File: config.mk
export PLATFORM = sky130hd
export DESIGN_NAME = lsu_misalign_seq
export DESIGN_NICKNAME = d
export VERILOG_FILES = /design/src/rtl/lsu_misalign_seq.sv
export SDC_FILE = /design/constraint.sdc
export NUM_CORES = 1
export LEC_CHECK = 0
export CAP_MARGIN = 20
export CELL_PAD_IN_SITES_DETAIL_PLACEMENT = 1
export CELL_PAD_IN_SITES_GLOBAL_PLACEMENT = 1
export CORE_MARGIN = 5
export CORE_UTILIZATION = 44
export DETAILED_ROUTE_END_ITERATION = 12
export DONT_BUFFER_PORTS = 1
export GPL_ROUTABILITY_DRIVEN = 0
export PLACE_DENSITY_LB_ADDON = 0.12
export RECOVER_POWER = 50
export SYNTH_ARGS = -nofsm -noshare
export SYNTH_HDL_FRONTEND = slang
export SYNTH_SLANG_ARGS = --single-unit
File: constraint.sdc
create_clock -name clk -period 22.7 [get_ports clk]
set_input_delay 6.81 -clock clk [delete_from_list [all_inputs] [get_ports clk]]
set_output_delay 6.81 -clock clk [all_outputs]
set_load 0.005 [all_outputs]
File: src/rtl/lsu_misalign_seq.sv
// Load/store sequencer between the MEM stage and data_mem: aligned accesses pass straight through,
// misaligned half/word accesses stall the core and are replayed as single-byte accesses.
module lsu_misalign_seq #(
   parameter int DATA_WIDTH = 32,
   parameter int ADDR_WIDTH = 32
) (
   input  logic                  clk,
   input  logic                  rst,
   input  logic                  req_valid,
   input  logic                  req_we,
   input  logic [ADDR_WIDTH-1:0] req_addr,
   input  logic [2:0]            req_ctrl,
   input  logic [DATA_WIDTH-1:0] req_wdata,
   output logic                  stall,
   output logic                  rsp_valid,
   output logic [DATA_WIDTH-1:0] rsp_rdata,
   output logic [ADDR_WIDTH-1:0] mem_a,
   output logic                  mem_we,
   output logic [2:0]            mem_ctrl,
   output logic [DATA_WIDTH-1:0] mem_wd,
   input  logic [DATA_WIDTH-1:0] mem_rd
);

   typedef enum logic [1:0] {IDLE, SPLIT, DONE} state_t;

   state_t                state_q, state_d;
   logic [1:0]            idx_q, idx_d;
   logic [ADDR_WIDTH-1:0] base_q, base_d;
   logic [2:0]            ctrl_q, ctrl_d;
   logic                  we_q, we_d;
   logic [DATA_WIDTH-1:0] wdata_q, wdata_d;
   logic [DATA_WIDTH-1:0] buf_q, buf_d;

   logic                  misaligned;
   logic                  last_idx;
   logic                  ext;
   logic [7:0]            st_byte;

   always_comb begin
      misaligned = req_valid && ((req_ctrl[1:0] == 2'b01 && req_addr[0]) ||
                                 (req_ctrl[1:0] == 2'b10 && req_addr[1:0] != 2'b00));
      last_idx   = (idx_q == (ctrl_q[1] ? 2'd3 : 2'd1));
      ext        = ~ctrl_q[2] & buf_q[15];
      st_byte    = wdata_q[{idx_q, 3'b000} +: 8];

      state_d = state_q;
      idx_d   = idx_q;
      base_d  = base_q;
      ctrl_d  = ctrl_q;
      we_d    = we_q;
      wdata_d = wdata_q;
      buf_d   = buf_q;

      stall     = 1'b0;
      rsp_valid = 1'b0;
      rsp_rdata = '0;
      mem_a     = req_addr;
      mem_we    = 1'b0;
      mem_ctrl  = req_ctrl;
      mem_wd    = req_wdata;

      unique case (state_q)
         IDLE: begin
            if (misaligned) begin
               stall   = 1'b1;
               state_d = SPLIT;
               base_d  = req_addr;
               ctrl_d  = req_ctrl;
               we_d    = req_we;
               wdata_d = req_wdata;
               idx_d   = 2'd0;
               buf_d   = '0;
            end else begin
               mem_we    = req_valid && req_we;
               rsp_valid = req_valid;
               rsp_rdata = req_valid ? mem_rd : '0;
            end
         end
         SPLIT: begin
            // One byte per cycle; the address wraps naturally at the top of the space.
            stall    = 1'b1;
            mem_a    = base_q + ADDR_WIDTH'(idx_q);
            mem_ctrl = 3'b100;
            mem_we   = we_q;
            mem_wd   = we_q ? {{(DATA_WIDTH-8){1'b0}}, st_byte} : '0;
            if (!we_q)
               buf_d[{idx_q, 3'b000} +: 8] = mem_rd[7:0];
            idx_d = idx_q + 2'd1;
            if (last_idx)
               state_d = DONE;
         end
         DONE: begin
            // Inputs still show the finished access here, so never start a new one.
            rsp_valid = 1'b1;
            mem_a     = base_q;
            mem_ctrl  = ctrl_q;
            mem_wd    = '0;
            rsp_rdata = ctrl_q[1] ? buf_q : {{(DATA_WIDTH-16){ext}}, buf_q[15:0]};
            idx_d     = 2'd0;
            state_d   = IDLE;
         end
         default: state_d = IDLE;
      endcase

      if (rst) begin
         stall     = 1'b0;
         rsp_valid = 1'b0;
         mem_we    = 1'b0;
         rsp_rdata = '0;
      end
   end

   always_ff @(posedge clk or posedge rst) begin
      if (rst) begin
         state_q <= IDLE;
         idx_q   <= 2'd0;
         base_q  <= '0;
         ctrl_q  <= 3'b000;
         we_q    <= 1'b0;
         wdata_q <= '0;
         buf_q   <= '0;
      end else begin
         state_q <= state_d;
         idx_q   <= idx_d;
         base_q  <= base_d;
         ctrl_q  <= ctrl_d;
         we_q    <= we_d;
         wdata_q <= wdata_d;
         buf_q   <= buf_d;
      end
   end

endmodule

==> flow_metrics.tcl <==
set metrics [dict create \
    status "finished, violations left" \
    violations "capacitance limit, slew limit" \
    start_util_pct 44.5 \
    min_period_ns 15.62 \
    grt_pass1_wl_mm 31.5 \
    syn2layout_area_growth_pct 6.84 \
    crit_arrival_ns 8.81 \
    wirelength_mm 20.1 \
    endpoint_kind "primary output" \
    clock_path_buffers 2 \
    dieArea_um2 17100 \
    detail_route.iter0.violations 281 \
    synth.avg_cell_area_um2 9.23 \
    final_nets 782 \
    synth_cells 695 \
    ctsResizeCount 0 \
    antenna_found_initial 0 \
    via_per_inst 6.20 \
    grt_pass1_vias 5560 \
    irDropWorstVdd_v 0.0000671 \
    dp_hpwl_mm 14.2 \
    rows 44 \
    fmax_mhz 64.0 \
    fillCellCount 1639 \
    fin_crit_sh_pct 68.8 \
    dieHeight_um 131 \
    seq_area_frac_synth_pct 40.6 \
    power.total_uw 955 \
    cp_max_fo 28 \
    setup_ws_ns 7.08 \
    tightest_slew_ns 4.08 \
    relSlewSlack_pct -172 \
    diodes 0 \
    track_usage_pct 23.6 \
    ys_seq_elements 104 \
    cts_made_buffers 9 \
    grt_setup_unrepaired "false" \
    drive_gt1_share_pct 16.0 \
    clk_latency_ns 0.35 \
    p_leak_uw 0.00262 \
    worst-r2r-setup-slack_ns 18.02 \
    fin_setup_tns_ns 0 \
    syn-cell-area_um2 6420 \
    cts_tree "yes" \
    grt_overflow 0 \
    hold_path.class "reg -> reg" \
    synth_flop_cell "dfrtp_1" \
    grt_max_degree 82 \
    drv_cap 2 \
    finalHoldViolations 0 \
    setup.worst_path.class "in -> out" \
    syn-num-nets 808 \
    port_buffers 0 \
    skew_ns 0.00569 \
    setup_viol 0 \
    core_um2 14400 \
    io_pins 205 \
    vias 5317 \
    final_max_slew_viol_count 143 \
    postCtsSetupBuffers 0 \
    cp.required_ns 15.89 \
    place_ws_ns 7.54 \
    critPathLaunchType "input pin" \
    layoutNonFillerInstCount 858 \
    wl_per_cell_um 23.4 \
    ant_nets 0 \
    powerDensity_nw_per_um2 139 \
    firstDrtPassIters 4 \
    final_area_um2 6860 \
    dpl_cell_area_um2 6540 \
    layout_common_cells "104 x dfrtp_1, 89 x o21ai_0, 66 x nand2_1" \
    postCtsHoldBufs 0 \
    fp.dieW_um 131 \
    clk_pin_slew_ns 0.08 \
    layout_commonest_cell "dfrtp_1" \
    synth_enable_flop_cells 0 \
    htreeDepth 3 \
    drc 0 \
    clock_sinks 104 \
    cts_root_buf "clkbuf_16" \
    dp_cells 840 \
    synth-async-reset-ratio_pct 100 \
    ys_types 56 \
    ys.warnings.count 0 \
]
## worst max-delay path: stages
cell and delay, ns:
clkinvlp_2 0.99, o21ai_2 0.64, buf_8 0.25, nor2_1 0.10
## through the flow
stage | hold slack [ns] | util (%)
after floorplan | 0.468 | -
after global placement | 0.487 | 45.2
after detailed placement | 0.494 | 45.4
after CTS | 0.511 | 47.5
after global routing | 0.528 | 47.5
final | 0.505 | 47.5
## path summary, 6_finish.rpt
kind	startpoint	to	cells past startpoint
hold reg to reg	buf_q[20]	buf_q[20]	1
hold / removal	buf_q[20]	buf_q[20]	1
max in group asynchronous	rst	buf_q[21]	3
setup reg to reg	state_q[0]	base_q[1]	7
min in group asynchronous	rst	wdata_q[21]	1
setup / recovery	rst	rsp_rdata[4]	4
## state kept, by name (all words and copies together), names as in the netlist
register	flops
base_q	32
buf_q	32
ctrl_q	3
idx_q	2
state_q	2
wdata_q	32
we_q	1
## report_power, final
group / switching (µW) / total [µW] / internal (µW) / leakage, µW
combinational: 278 / 463 / 185 / 0.00116
clock: 78.8 / 159 / 80.5 / 0.000142
sequential: 78.3 / 333 / 254 / 0.00131
total: 436 / 955 / 519 / 0.00262
## synth_stat cells (7+ instances only)
library cell  count  area, µm²
nor4_1            7       43.8
mux4_2            8        180
ha_1              9        113
nor2_1           44        165
a22oi_1          24        180
xnor2_1          17        149
clkbuf_1         40        150
mux2_2           64        721
o2bb2ai_1         8       70.1
nand4_1           7       43.8
a21oi_1          38        190
nor2b_1          26        163
nand3_1          16       80.1
a22o_1           11       96.3
nor3_1           11       55.1
dfrtp_1         104       2600
o21ai_0          89        445
inv_1            26       97.6
nand2_1          66        248
## layout make-up
type	count	area, µm²	share of cell area (%)
multi-input combinational	513	3510	51.2
clock inverter	6	62.6	0.912
timing repair buffer	13	106	1.55
tap	184	230	3.36
inverter	28	106	1.55
clock buffer	10	239	3.49
sequential	104	2600	38.0
## per-layer routing
layer	vias to the layer above	routed length [µm]	GRT usage, %
met1	2705	8120	30.2
met2	142	10400	40.4
met5	-	0	0
met3	22	1220	5.04
li1	2448	-	-
met4	0	378	6.53
## kinds of logic (layout without fill, tap and decap cells)
group                      Yosys count  in the layout  share of synthesized area, %
and+or+nand+nor                    211            211                          16.6
AOI/OAI and AO/OA                  197            197                          18.7
DFF                                104            104                          40.6
adders and majority gates           10             10                          2.07
buffers and inverters               78             57                          4.89
xor gates and xnor gates            21             21                          2.87
muxes                               74             74                          14.3
(Power assumes the default switching activity.)
